## config.mk

```make
export PLATFORM = sky130hd
export DESIGN_NAME = rr_arb_mux_flat
export DESIGN_NICKNAME = d
export VERILOG_FILES = /design/src/rtl/rr_arb_mux_if.sv /design/src/rtl/rr_arb_mux.sv /design/src/flat_wrapper.sv
export SDC_FILE = /design/constraint.sdc
export NUM_CORES = 1
export LEC_CHECK = 0
export CORE_ASPECT_RATIO = 1.75
export CORE_MARGIN = 1.5
export CORE_UTILIZATION = 38
export CTS_CLUSTER_SIZE = 20
export DETAILED_ROUTE_END_ITERATION = 12
export PLACE_DENSITY_LB_ADDON = 0.1
export REMOVE_ABC_BUFFERS = 1
export SLEW_MARGIN = 5
export SYNTH_ARGS = -nofsm -noshare
export SYNTH_HDL_FRONTEND = slang
export SYNTH_SLANG_ARGS = --single-unit
```

## constraint.sdc

```tcl
create_clock -name clk -period 2.5 [get_ports clk]
set_input_delay 0.5 -clock clk [delete_from_list [all_inputs] [get_ports clk]]
set_output_delay 0.5 -clock clk [all_outputs]
set_load 0.005 [all_outputs]
```

## src/rtl/rr_arb_mux_if.sv

```systemverilog
// ---------------------------------------------------------------------------
// rr_arb_mux_if
// Bundles the handshake and data signals of rr_arb_mux.
//   mode      : 0 = round-robin, 1 = fixed select
//   sel_addr  : channel index used in fixed-select mode
//   in_valid  : per-channel valid (bit i = channel i)
//   in_ready  : per-channel ready, at most one bit high
//   in_data   : channel i at [i*WIDTH +: WIDTH]
//   in_last   : per-channel end-of-packet (only with RR_ARB_MUX_LOCK_EN)
//   out_valid / out_ready / out_data / out_sel : registered output stream
// Modports: slave = the arbiter, master = producers + consumer side.
// Optional macro: RR_ARB_MUX_LOCK_EN adds in_last.
// ---------------------------------------------------------------------------
interface rr_arb_mux_if #(
    parameter int WIDTH    = 8,
    parameter int CHANNELS = 4
);
    localparam int SELW = $clog2(CHANNELS);

    logic                      mode;
    logic [SELW-1:0]           sel_addr;
    logic [CHANNELS-1:0]       in_valid;
    logic [CHANNELS-1:0]       in_ready;
    logic [CHANNELS*WIDTH-1:0] in_data;
`ifdef RR_ARB_MUX_LOCK_EN
    logic [CHANNELS-1:0]       in_last;
`endif
    logic                      out_valid;
    logic                      out_ready;
    logic [WIDTH-1:0]          out_data;
    logic [SELW-1:0]           out_sel;

    modport slave (
`ifdef RR_ARB_MUX_LOCK_EN
        input  in_last,
`endif
        input  mode, sel_addr, in_valid, in_data, out_ready,
        output in_ready, out_valid, out_data, out_sel
    );

    modport master (
`ifdef RR_ARB_MUX_LOCK_EN
        output in_last,
`endif
        output mode, sel_addr, in_valid, in_data, out_ready,
        input  in_ready, out_valid, out_data, out_sel
    );
endinterface

```

## src/rtl/rr_arb_mux.sv

```systemverilog
// ---------------------------------------------------------------------------
// rr_arb_mux
// Selects one of CHANNELS valid/ready input streams into a single registered
// output stream, either by round-robin arbitration (mode=0) or by a fixed
// channel index (mode=1).
// Ports:
//   clk   : rising-edge clock
//   rst_n : asynchronous active-low reset
//   bus   : rr_arb_mux_if.slave (mode, sel_addr, in_valid/in_ready/in_data,
//           out_valid/out_ready/out_data/out_sel, optional in_last)
// Optional macro: RR_ARB_MUX_LOCK_EN - packet lock; once a channel sends a
// word without in_last, the grant stays on it until its last word transfers.
// The interface instance must use the same WIDTH/CHANNELS as this module.
// ---------------------------------------------------------------------------
module rr_arb_mux #(
    parameter int WIDTH    = 8,
    parameter int CHANNELS = 4
) (
    input  logic          clk,
    input  logic          rst_n,
    rr_arb_mux_if.slave   bus
);
    localparam int SELW = $clog2(CHANNELS);

    // Registered state
    logic             out_valid_q, out_valid_d;
    logic [WIDTH-1:0] out_data_q,  out_data_d;
    logic [SELW-1:0]  out_sel_q,   out_sel_d;
    logic [SELW-1:0]  ptr_q,       ptr_d;
    logic             lock_q,      lock_d;
    logic [SELW-1:0]  lock_ch_q,   lock_ch_d;

    // Grant
    logic             load_en;
    logic             grant_vld;
    logic [SELW-1:0]  grant_idx;
    logic [CHANNELS-1:0] last_vec;

    // Per-channel data slices
    logic [WIDTH-1:0] chan_data [CHANNELS];

    generate
        for (genvar gi = 0; gi < CHANNELS; gi++) begin : g_slice
            assign chan_data[gi] = bus.in_data[gi*WIDTH +: WIDTH];
        end
    endgenerate

`ifdef RR_ARB_MUX_LOCK_EN
    assign last_vec = bus.in_last;
`else
    // Without packet support every word is its own packet, so the lock
    // never engages.
    assign last_vec = '1;
`endif

    // The register may reload in the same cycle it drains.
    assign load_en = !out_valid_q || bus.out_ready;

    always_comb begin
        int idx;
        grant_vld = 1'b0;
        grant_idx = '0;
        idx       = 0;
        // rst_n gating keeps in_ready low for the whole reset interval.
        if (rst_n && load_en) begin
            if (lock_q) begin
                if (bus.in_valid[lock_ch_q]) begin
                    grant_vld = 1'b1;
                    grant_idx = lock_ch_q;
                end
            end else if (bus.mode) begin
                // Out-of-range select never grants.
                if ((int'(bus.sel_addr) < CHANNELS) && bus.in_valid[bus.sel_addr]) begin
                    grant_vld = 1'b1;
                    grant_idx = bus.sel_addr;
                end
            end else begin
                // Search starting at ptr and wrapping; first hit wins.
                for (int k = 0; k < CHANNELS; k++) begin
                    idx = (int'(ptr_q) + k) % CHANNELS;
                    if (!grant_vld && bus.in_valid[idx]) begin
                        grant_vld = 1'b1;
                        grant_idx = SELW'(idx);
                    end
                end
            end
        end
    end

    // A granted channel is by construction valid, so grant == transfer.
    assign bus.in_ready = grant_vld ? (CHANNELS'(1) << grant_idx) : '0;

    always_comb begin
        out_valid_d = out_valid_q;
        out_data_d  = out_data_q;
        out_sel_d   = out_sel_q;
        ptr_d       = ptr_q;
        lock_d      = lock_q;
        lock_ch_d   = lock_ch_q;
        if (grant_vld) begin
            out_valid_d = 1'b1;
            out_data_d  = chan_data[grant_idx];
            out_sel_d   = grant_idx;
            lock_d      = !last_vec[grant_idx];
            lock_ch_d   = grant_idx;
            // Pointer moves past the winner only at a packet boundary.
            if (!bus.mode && last_vec[grant_idx]) begin
                ptr_d = (grant_idx == SELW'(CHANNELS - 1)) ? '0 : grant_idx + SELW'(1);
            end
        end else if (bus.out_ready) begin
            // Drain with nothing to replace it; data and sel keep last values.
            out_valid_d = 1'b0;
        end
    end

    always_ff @(posedge clk or negedge rst_n) begin
        if (!rst_n) begin
            out_valid_q <= 1'b0;
            out_data_q  <= '0;
            out_sel_q   <= '0;
            ptr_q       <= '0;
            lock_q      <= 1'b0;
            lock_ch_q   <= '0;
        end else begin
            out_valid_q <= out_valid_d;
            out_data_q  <= out_data_d;
            out_sel_q   <= out_sel_d;
            ptr_q       <= ptr_d;
            lock_q      <= lock_d;
            lock_ch_q   <= lock_ch_d;
        end
    end

    assign bus.out_valid = out_valid_q;
    assign bus.out_data  = out_data_q;
    assign bus.out_sel   = out_sel_q;
endmodule

```

## src/flat_wrapper.sv

```systemverilog
// flat-port wrapper written by rule: the top's interface ports become plain ports
module rr_arb_mux_flat 
#(
    parameter int WIDTH    = 8,
    parameter int CHANNELS = 4
)
  (clk, rst_n, bus_mode, bus_sel_addr, bus_in_valid, bus_in_data, bus_out_ready, bus_in_ready, bus_out_valid, bus_out_data, bus_out_sel);
  rr_arb_mux_if #(.WIDTH(WIDTH), .CHANNELS(CHANNELS)) bus_i ();
  input  logic clk;
  input  logic rst_n;
  input wire logic [$bits(bus_i.mode)-1:0] bus_mode;
  input wire logic [$bits(bus_i.sel_addr)-1:0] bus_sel_addr;
  input wire logic [$bits(bus_i.in_valid)-1:0] bus_in_valid;
  input wire logic [$bits(bus_i.in_data)-1:0] bus_in_data;
  input wire logic [$bits(bus_i.out_ready)-1:0] bus_out_ready;
  output wire logic [$bits(bus_i.in_ready)-1:0] bus_in_ready;
  output wire logic [$bits(bus_i.out_valid)-1:0] bus_out_valid;
  output wire logic [$bits(bus_i.out_data)-1:0] bus_out_data;
  output wire logic [$bits(bus_i.out_sel)-1:0] bus_out_sel;
  assign bus_i.mode = bus_mode;
  assign bus_i.sel_addr = bus_sel_addr;
  assign bus_i.in_valid = bus_in_valid;
  assign bus_i.in_data = bus_in_data;
  assign bus_i.out_ready = bus_out_ready;
  assign bus_in_ready = bus_i.in_ready;
  assign bus_out_valid = bus_i.out_valid;
  assign bus_out_data = bus_i.out_data;
  assign bus_out_sel = bus_i.out_sel;
  rr_arb_mux #(.WIDTH(WIDTH), .CHANNELS(CHANNELS)) u_core (.clk(clk), .rst_n(rst_n), .bus(bus_i));
endmodule
```

==> results.md <==
* Status: finished clean
* Layout Cells excl Fill at 214
* Final slew viol count at 0
* Synth cell types at 33
* Clk_lat worst skew at approximately 0.24 ns
* Vias in the first global route at approximately 1.3k
* Die footprint at 2960 µm²
* Design area at 1930 µm²
* Post-synth EDFFs at 0
* # rows at 24
* Clock group share of total power at 0.190
* Pwr per Cell Area at between 500 and 600 nW/µm²
* H-tree levels at 1
* Die X at 41.8 µm
* First-pass GRT wire length at 5.55 mm
* Crit. End Element: output port
* Setup Skew at 0.00391 ns
* Mapped Avg Cell Area at 9.71 µm²
* Worst EP required at about 2 ns
* Setup CP Type: input pin to output port
* Vias at roughly 1.1k
* CTS buffer count at 3
* Final Cycle Share at 0.978
* ANT cells at 0
* Ys Warns at 0
* Nets at around 240
* Reg area at around 330 µm²
* Type of origin of the critical path: input pin
* Final Critical Period at about 2.4 ns
* Worst min path class: flop to flop
* Grt ovf at 0
* First drt pass iteration count at 4
* DIE HEIGHT at approximately 71 µm
* Combinational share of power at 0.494
* Post-route ant nets at 0
* Floorplan core area at 2490 µm²
* Clock transition at the registers of the reported paths at around 0.060 ns
* NetSw at ~0.31 mW
* Top cells by area, synth: dfrtp_1, mux2i_1, nand2_1, o221ai_1, ha_1
* Placed insts at between 200 and 250
* Mapped Cells at slightly above 100
* Max-slew headroom at 0.776
* Most used flip-flop cell after synthesis: dfrtp_1
* CTS Hold Buffers Added at 0
* Commonest cells post-synth: mux2i_1, nand2_1, dfrtp_1
* P_leak at about 0.9 nW
* Peak VDD IR at 0.379 mV
* Cell Area, Placed at around 1700 µm²
* Top Ports at 57
* Global-route usage over all layers at 0.248
* Area occupied by multi-input gates at slightly above 700 µm²
* Worst Path Max Fanout at 4
* Int Power at between 0.6 and 0.7 mW
* Switch share at 0.312
* Largest net degree at the start of global routing at 14
* Routed WL per cell at around 17 µm
* Final WL at 3.60 mm
* Post-synth top area share at 0.325
* Crit path DAT at about 2.0 ns
* Fillers at approximately 190
* Hold WS at approximately 0.5 ns
* Iter 0 DRT Violations at 16
* TritonCTS clock tree: done
* Vias/cell at between 5 and 6
* CTS Sinks at 13
* Initial antenna violation count at 0
* Final setup fails at 0
* Max Buffers Root-to-Sink at 2
* Synth area leader: dfrtp_1
* Initial Utilization at 0.401
* Fin. Hold Viols at 0
* Post-Syn Area at 1000 µm²
* TNS Setup at 0 ns
* Global placement routability congestion at approximately 0.83
* Max Freq at 409 MHz
* Worst slew pin tran at 0.336 ns
* Drc violations at 0
* CTS Root Cell: clkbuf_8
* Buffers on Ports at between 50 and 60
* Reg power frac at 0.316
* Seq/Total Area, Yosys at 0.325
* Share of synthesized registers carrying an async set or reset at 1.00
* Area Overhead vs Synth at 92.6%
* Layout cells sized above 1 at 0.367
* Synth Register Bits at 13
* Detail Placement HPWL at about 2.8 mm
* Max cap viols at 0
[stage by stage]
step | power, mW | worst slack, ns | utilization
after floorplan | 0.480 | -0.0435 | -
after global placement | 0.738 | -0.865 | 0.689
after detailed placement | 0.754 | -0.867 | 0.689
after CTS | 0.982 | 0.000332 | 0.732
after global routing | 1.06 | -0.00740 | 0.773
final | 1.00 | 0.0538 | 0.773
[per-layer routing]
layer / wire length [µm] / global-route usage / up-vias / share of wire
li1: - / - / 533 / -
met1: 1170 / 0.207 / 557 / 0.33
met2: 2220 / 0.524 / 46 / 0.62
met3: 133 / 0.0306 / 8 / 0.037
met4: 79 / 0.125 / 0 / 0.022
met5: 0 / 0 / - / 0
[cells in the final DEF (no fill, tap or decap), types with 2 or more instances in the layout]
cell             Yosys  final
clkdlybuf4s50_1      0     45
buf_4                0     24
mux2i_1             17     17
nand2_1             17     16
dfrtp_1             13     11
o221ai_1             7      7
buf_6                2      7
nor2_1               7      6
buf_2                1      6
inv_1                7      4
ha_4                 0      3
clkbuf_8             0      3
nor2b_4              0      2
o21bai_4             1      2
inv_4                0      2
mux2_2               2      2
a21oi_1              2      2
inv_2                1      2
dlygate4sd2_1        0      2
dfrtp_2              0      2
[registers in the layout, summed over array words and instances (netlist names)]
signal and count:
u_core.bus.out_data 8, u_core.bus.out_sel 2, u_core.bus.out_valid 1, u_core.ptr_q 2
[critical path, cell delays in order]
cell and delay (ns):
buf_8 0.08, and2b_2 0.23, buf_6 0.12, o21bai_4 0.11, a41oi_2 0.11, buf_4 0.17
nor2_8 0.13, buf_6 0.13, ha_4 0.12, inv_2 0.03, nor2_2 0.08, buf_2 0.13
[worst paths after layout]
| check | from | to | slack (ns) | cells after the start |
|---|---|---|---|---|
| max in group asynchronous | rst_n | u_core.ptr_q[0] | 1.62 | 2 |
| worst min register to register | u_core.bus.out_sel[0] | u_core.bus.out_sel[0] | 0.49 | 2 |
| worst max-delay path | bus_in_valid[1] | bus_in_ready[1] | 0.05 | 12 |
| worst max register to register | u_core.ptr_q[0] | u_core.bus.out_data[0] | 0.45 | 10 |
| worst min-delay path | u_core.bus.out_sel[0] | u_core.bus.out_sel[0] | 0.49 | 2 |
| min in group asynchronous | rst_n | u_core.bus.out_sel[1] | 0.70 | 2 |
[power by group through the flow]
| stage | logic (mW) | registers [mW] | clock network, mW |
|---|---|---|---|
| 4_1_cts | 0.473 | 0.314 | 0.195 |
| 3_5_place_dp | 0.443 | 0.311 | 0 |
| 5_1_grt | 0.532 | 0.322 | 0.203 |
| 2_1_floorplan | 0.170 | 0.309 | 0 |
| 3_3_place_gp | 0.429 | 0.308 | 0 |
| 6_report | 0.495 | 0.317 | 0.191 |
[final cells by class]
cell class	count	area share
clock buffer	4	0.0234
sequential	13	0.170
tap	26	0.0169
inverter	8	0.0182
timing repair buffer	85	0.401
multi-input combinational	78	0.370
[repair_timing]
action                     4_1_cts  5_1_grt
resized for setup               56       21
cloned                           0        0
setup endpoints to repair        4        4
setup buffers                    6        2
pin swaps                        6       10
[cell families after synthesis]
group                    share of synthesized area
AO/OA/AOI/OAI                                0.170
adder cells (fa/ha/maj)                     0.0501
buffers and inverters                       0.0626
flip-flops                                   0.325
multiplexers                                 0.219
AND/OR/NAND/NOR                              0.173
No activity file was read; power rests on OpenSTA's default activity.
